==> src/rtl/uart_tx_fifo.sv <==
// Byte FIFO and launch sequencer feeding a UART transmitter.
// Optional status outputs (overflow, level) under UART_TX_FIFO_STATUS_EN.
module uart_tx_fifo #(
    parameter int DEPTH = 16,
    parameter int AW    = $clog2(DEPTH)
) (
    input  logic         clk,
    input  logic         reset_n,
    input  logic         wr_en,
    input  logic [7:0]   wr_data,
    output logic         full,
    output logic         empty,
    output logic         busy,
    output logic         tx_dv,
    output logic [7:0]   tx_byte,
    input  logic         tx_active,
    input  logic         tx_done
`ifdef UART_TX_FIFO_STATUS_EN
    ,
    output logic         overflow,
    output logic [AW:0]  level
`endif
);

    typedef enum logic [1:0] {
        S_IDLE,
        S_START,
        S_WAIT_DONE
    } state_t;

    state_t          state;
    logic [7:0]      mem [DEPTH];
    logic [AW-1:0]   wr_ptr;
    logic [AW-1:0]   rd_ptr;
    logic [AW:0]     count;
    logic            push;
    logic            pop;

    assign full  = (count == (AW+1)'(DEPTH));
    assign empty = (count == '0);
    assign busy  = !empty || (state != S_IDLE);

    // Full is judged on the pre-edge count, so a same-cycle pop never rescues a write.
    assign push = wr_en && !full;
    assign pop  = (state == S_IDLE) && !empty && !tx_active && !tx_done;

    // Byte storage; contents need no reset.
    always_ff @(posedge clk) begin
        if (push) begin
            mem[wr_ptr] <= wr_data;
        end
    end

    // Pointers wrap naturally at DEPTH; count tracks occupancy.
    always_ff @(posedge clk) begin
        if (!reset_n) begin
            wr_ptr <= '0;
            rd_ptr <= '0;
            count  <= '0;
        end else begin
            if (push) begin
                wr_ptr <= wr_ptr + 1'b1;
            end
            if (pop) begin
                rd_ptr <= rd_ptr + 1'b1;
            end
            unique case ({push, pop})
                2'b10:   count <= count + 1'b1;
                2'b01:   count <= count - 1'b1;
                default: count <= count;
            endcase
        end
    end

    // Launch sequencer: pulse tx_dv, then follow tx_active/tx_done.
    always_ff @(posedge clk) begin
        if (!reset_n) begin
            state   <= S_IDLE;
            tx_dv   <= 1'b0;
            tx_byte <= 8'h00;
        end else begin
            unique case (state)
                S_IDLE: begin
                    tx_dv <= 1'b0;
                    if (pop) begin
                        tx_byte <= mem[rd_ptr];
                        tx_dv   <= 1'b1;
                        state   <= S_START;
                    end
                end
                S_START: begin
                    tx_dv <= 1'b0;
                    if (tx_active) begin
                        state <= S_WAIT_DONE;
                    end
                end
                S_WAIT_DONE: begin
                    tx_dv <= 1'b0;
                    if (tx_done) begin
                        state <= S_IDLE;
                    end
                end
                default: begin
                    tx_dv <= 1'b0;
                    state <= S_IDLE;
                end
            endcase
        end
    end

`ifdef UART_TX_FIFO_STATUS_EN
    assign level = count;

    // Sticky flag for any write attempted while full.
    always_ff @(posedge clk) begin
        if (!reset_n) begin
            overflow <= 1'b0;
        end else if (wr_en && full) begin
            overflow <= 1'b1;
        end
    end
`endif

endmodule

==> config.mk <==
export PLATFORM = sky130hd
export DESIGN_NAME = uart_tx_fifo
export DESIGN_NICKNAME = d
export VERILOG_FILES = /design/src/rtl/uart_tx_fifo.sv
export SDC_FILE = /design/constraint.sdc
export NUM_CORES = 1
export LEC_CHECK = 0
export BUFFER_PORTS_ARGS = -buffer_cell sky130_fd_sc_hd__buf_2
export CORE_MARGIN = 4
export CORE_UTILIZATION = 50
export CTS_CLUSTER_SIZE = 28
export DETAILED_ROUTE_END_ITERATION = 6
export HOLD_SLACK_MARGIN = 0.05
export PLACE_DENSITY_LB_ADDON = 0.1
export SLEW_MARGIN = 10
export SYNTH_ARGS = -nofsm -noshare
export SYNTH_HDL_FRONTEND = slang
export SYNTH_SLANG_ARGS = --single-unit
==> constraint.sdc <==
create_clock -name clk -period 5.3 [get_ports clk]
set_input_delay 0.795 -clock clk [delete_from_list [all_inputs] [get_ports clk]]
set_output_delay 0.795 -clock clk [all_outputs]
set_load 0.01 [all_outputs]
==> impl_metrics.yaml <==
worst_setup_path:
  reg2reg_slack_ns: 2.42
  cp.arrival_ns: 3.33
  worstRegToRegCells: 10
  r2r-start: "state[1]"
  timing.critical_path.mode_cell: "ha_1"
  reg2reg_to: "count[4]"
  criticalPathCategory: "in2reg"
  worstPathRequired_ns: 5.66
  slowest_stage: "nor4_1"
  slowest_delay_ns: 0.40
  critPathTopFamily: "simple AND/OR/NAND/NOR gates"
  worst_setup_path_start_kind: "primary input"
  crit_buf_inv: 2
  startpoint: "tx_active"
  end_kind: "flop"
  crit_fanout: 21
  crit_chain: "buf_2 -> nor4_1 -> a21boi_1 -> buf_4 -> ha_1 -> xor2_1 -> ha_1 -> a21oi_1 -> or3_1 -> a31oi_1 -> mux2i_1"
sta:
  worst_slew_pin_slew_ns: 0.9150
  setup_violations: 0
  final_max_slew_viol_count: 0
  fin_ws_ns: 2.330
  slew_headroom_pct: 38.77
  post-route-period-util_pct: 56.05
  hold_violations: 0
  rsz0062_at_grt: "no"
  final.min_clock_period_ns: 2.971
  tns_ns: 0
  fmax_mhz: 336.6
  finClkSkew_ns: 0.005516
drt:
  wl_um: 12120
  wl_per_cell_um: 21.49
  drt_iter0_markers: 228
  dr_wl_met3_um: 595
  vias: 3198
  wl_met1_um: 5729
  avgViaCountPerCell: 5.670
  drc: 0
  routed.top_layer: "met4"
  met2WireLength_um: 5528
  antenna_left: 0
  drtPass1Iterations: 5
floorplan:
  num_rows: 40
  initial_core_util_pct: 51.03
  io_pins: 25
  core_area_um2: 11960
  dieArea_um2: 14040
  fp.dieH_um: 118.5
  die_x_um: 118.5
power_and_ir_drop:
  leakage_nw: 2.277
  peakVddDrop_mv: 0.1874
  power_density_nw_per_um2: 399.1
  power.total_mw: 2.752
place:
  gp_congestion: 0.8286
  place_area_um2: 6344
  dpl_worst_slack_ns: 1.896
  port-buffer-count: 24
  dp_hpwl_um: 8058
run:
  cap_violations: 0
synthesis:
  ys_seq_elements: 152
  synth_adder_area_share_pct: 1.640
  synth.most_common_cell: "edfxtp_1"
  synth_common_cells: "128 x edfxtp_1, 33 x mux2i_1, 28 x nor2_1"
  synth_area_per_cell_um2: 16.23
  synth-xor-area-share_pct: 1.292
  syn_nets: 397
  synthMuxAreaShare_pct: 12.05
  synth_area_um2: 6103
  async_reset_ff_share_pct: 0
  synth_area_leaders: "edfxtp_1 63%, dfxtp_1 7.9%, mux4_2 6.6%"
  yosysTopAreaCellShare_pct: 62.98
  yosysSeqAreaShare_pct: 70.85
  synth_edf_count: 128
  synth_top_family_by_area: "multiplexers"
  ys_warn_count: 0
  yosys.area.top_type: "edfxtp_1"
  syn-instance-count: 376
  synth_cell_types: 43
  synthFlopType: "edfxtp_1"
  synth-compound-area-share_pct: 6.130
  synthSimpleGateAreaFrac_pct: 5.802
final_layout:
  final_nets: 425
  drive_above_1_share_pct: 20.38
  fillers: 898
  antenna_cells: 0
  design_area_um2: 6895
  area_growth_pct: 12.98
global_routing:
  first_global_vias: 3222
  antenna_found_initial: 0
  grt_pass1_wl_um: 18980
  grt_max_degree: 34
  gr-total-overflow: 0
  grtUsageTotal_pct: 18.52
outcome:
  status: "finished clean"
clock_network:
  cts_tree: "yes"
  numCtsBuffers: 17
  clk-insertion-delay-late_ns: 0.43
  max-clock-path-buffers: 2
  cts_sinks: 152
  path_clk_slew_ns: 0.06
  cts.repair.resized: 0
  h-tree-depth: 4
  cts_setup_buffers: 0
  ctsRootBufferMaster: "clkbuf_16"
  ctsHoldBuffers: 0
min_path:
  hold_depth: 1
  min-delay-start: "state[1]"
  hold_end: "state[0]"
  hp-class: "reg2reg"
[logic make-up after synthesis]
| logic type | Yosys count |
|---|---|
| adders and majority gates | 8 |
| muxes | 51 |
| AOI/OAI and AO/OA | 56 |
| and+or+nand+nor | 73 |
| xor gates and xnor gates | 9 |
| buffers and inverters | 27 |
| DFF | 152 |
[through the flow]
| step | utilization [%] | cells | hold WS (ns) |
|---|---|---|---|
| after floorplan | - | 376 | 0.4563 |
| after global placement | 53.03 | 532 | 0.4699 |
| after detailed placement | 53.03 | 532 | 0.4919 |
| after CTS | 57.65 | 564 | 0.4982 |
| after global routing | 57.65 | 564 | 0.5306 |
| final | 57.65 | 564 | 0.4991 |
[metal layers]
metal / up-vias / GRT usage (%)
met4: 0 / 8.327
met1: 1583 / 26.07
met3: 21 / 4.402
li1: 1518 / -
met5: - / 0
met2: 76 / 27.65
[final cells by class]
cell class	instances	area, um2	share of cell area, %
timing repair buffer	31	172.7	2.504
sequential	152	4325	62.73
tap	147	183.9	2.667
multi-input combinational	197	1643	23.83
clock inverter	15	126.4	1.833
inverter	5	18.77	0.2722
clock buffer	17	425.4	6.169
[placed cells by master (no fill, tap or decap), types with 2 or more instances in the layout]
cell,count
and3_1,2
edfxtp_1,128
nand2_1,17
buf_4,7
nand3b_1,4
o22ai_1,15
clkinvlp_4,2
a31oi_1,9
or3b_2,2
mux2i_1,33
o211ai_1,3
a22oi_1,2
a21oi_1,3
nor3_1,5
buf_2,24
nor4_1,2
a21boi_1,2
xnor2_1,2
inv_6,3
clkbuf_16,17
nor2_1,28
xor2_1,7
ha_1,8
inv_1,5
dfxtp_1,23
or3_1,2
nand2b_1,3
mux4_2,18
o21ai_0,9
a211oi_1,7
clkinv_4,3
and2_1,2
clkinv_2,5
nor2b_1,2
[registers in the layout, summed over array words and instances, names as in the netlist]
register,cells
mem,128
tx_byte,8
count,5
rd_ptr,4
wr_ptr,4
state,2
tx_dv,1
[how the worst max path moves through the flow]
| stage | end | slack (ns) | cells after the start |
|---|---|---|---|
| after floorplan | count[4] | 2.20 | 11 |
| after global placement | count[4] | 1.98 | 11 |
| after detailed placement | count[4] | 1.90 | 11 |
| after CTS | count[4] | 2.35 | 11 |
| after global routing | count[4] | 2.18 | 11 |
| final | count[4] | 2.33 | 11 |
[power breakdown]
part	total, mW	internal [mW]	switching [mW]
combinational	0.270	0.111	0.159
clock	1.12	0.644	0.476
sequential	1.36	1.34	0.0272
Power figures use the tool's default switching activity.
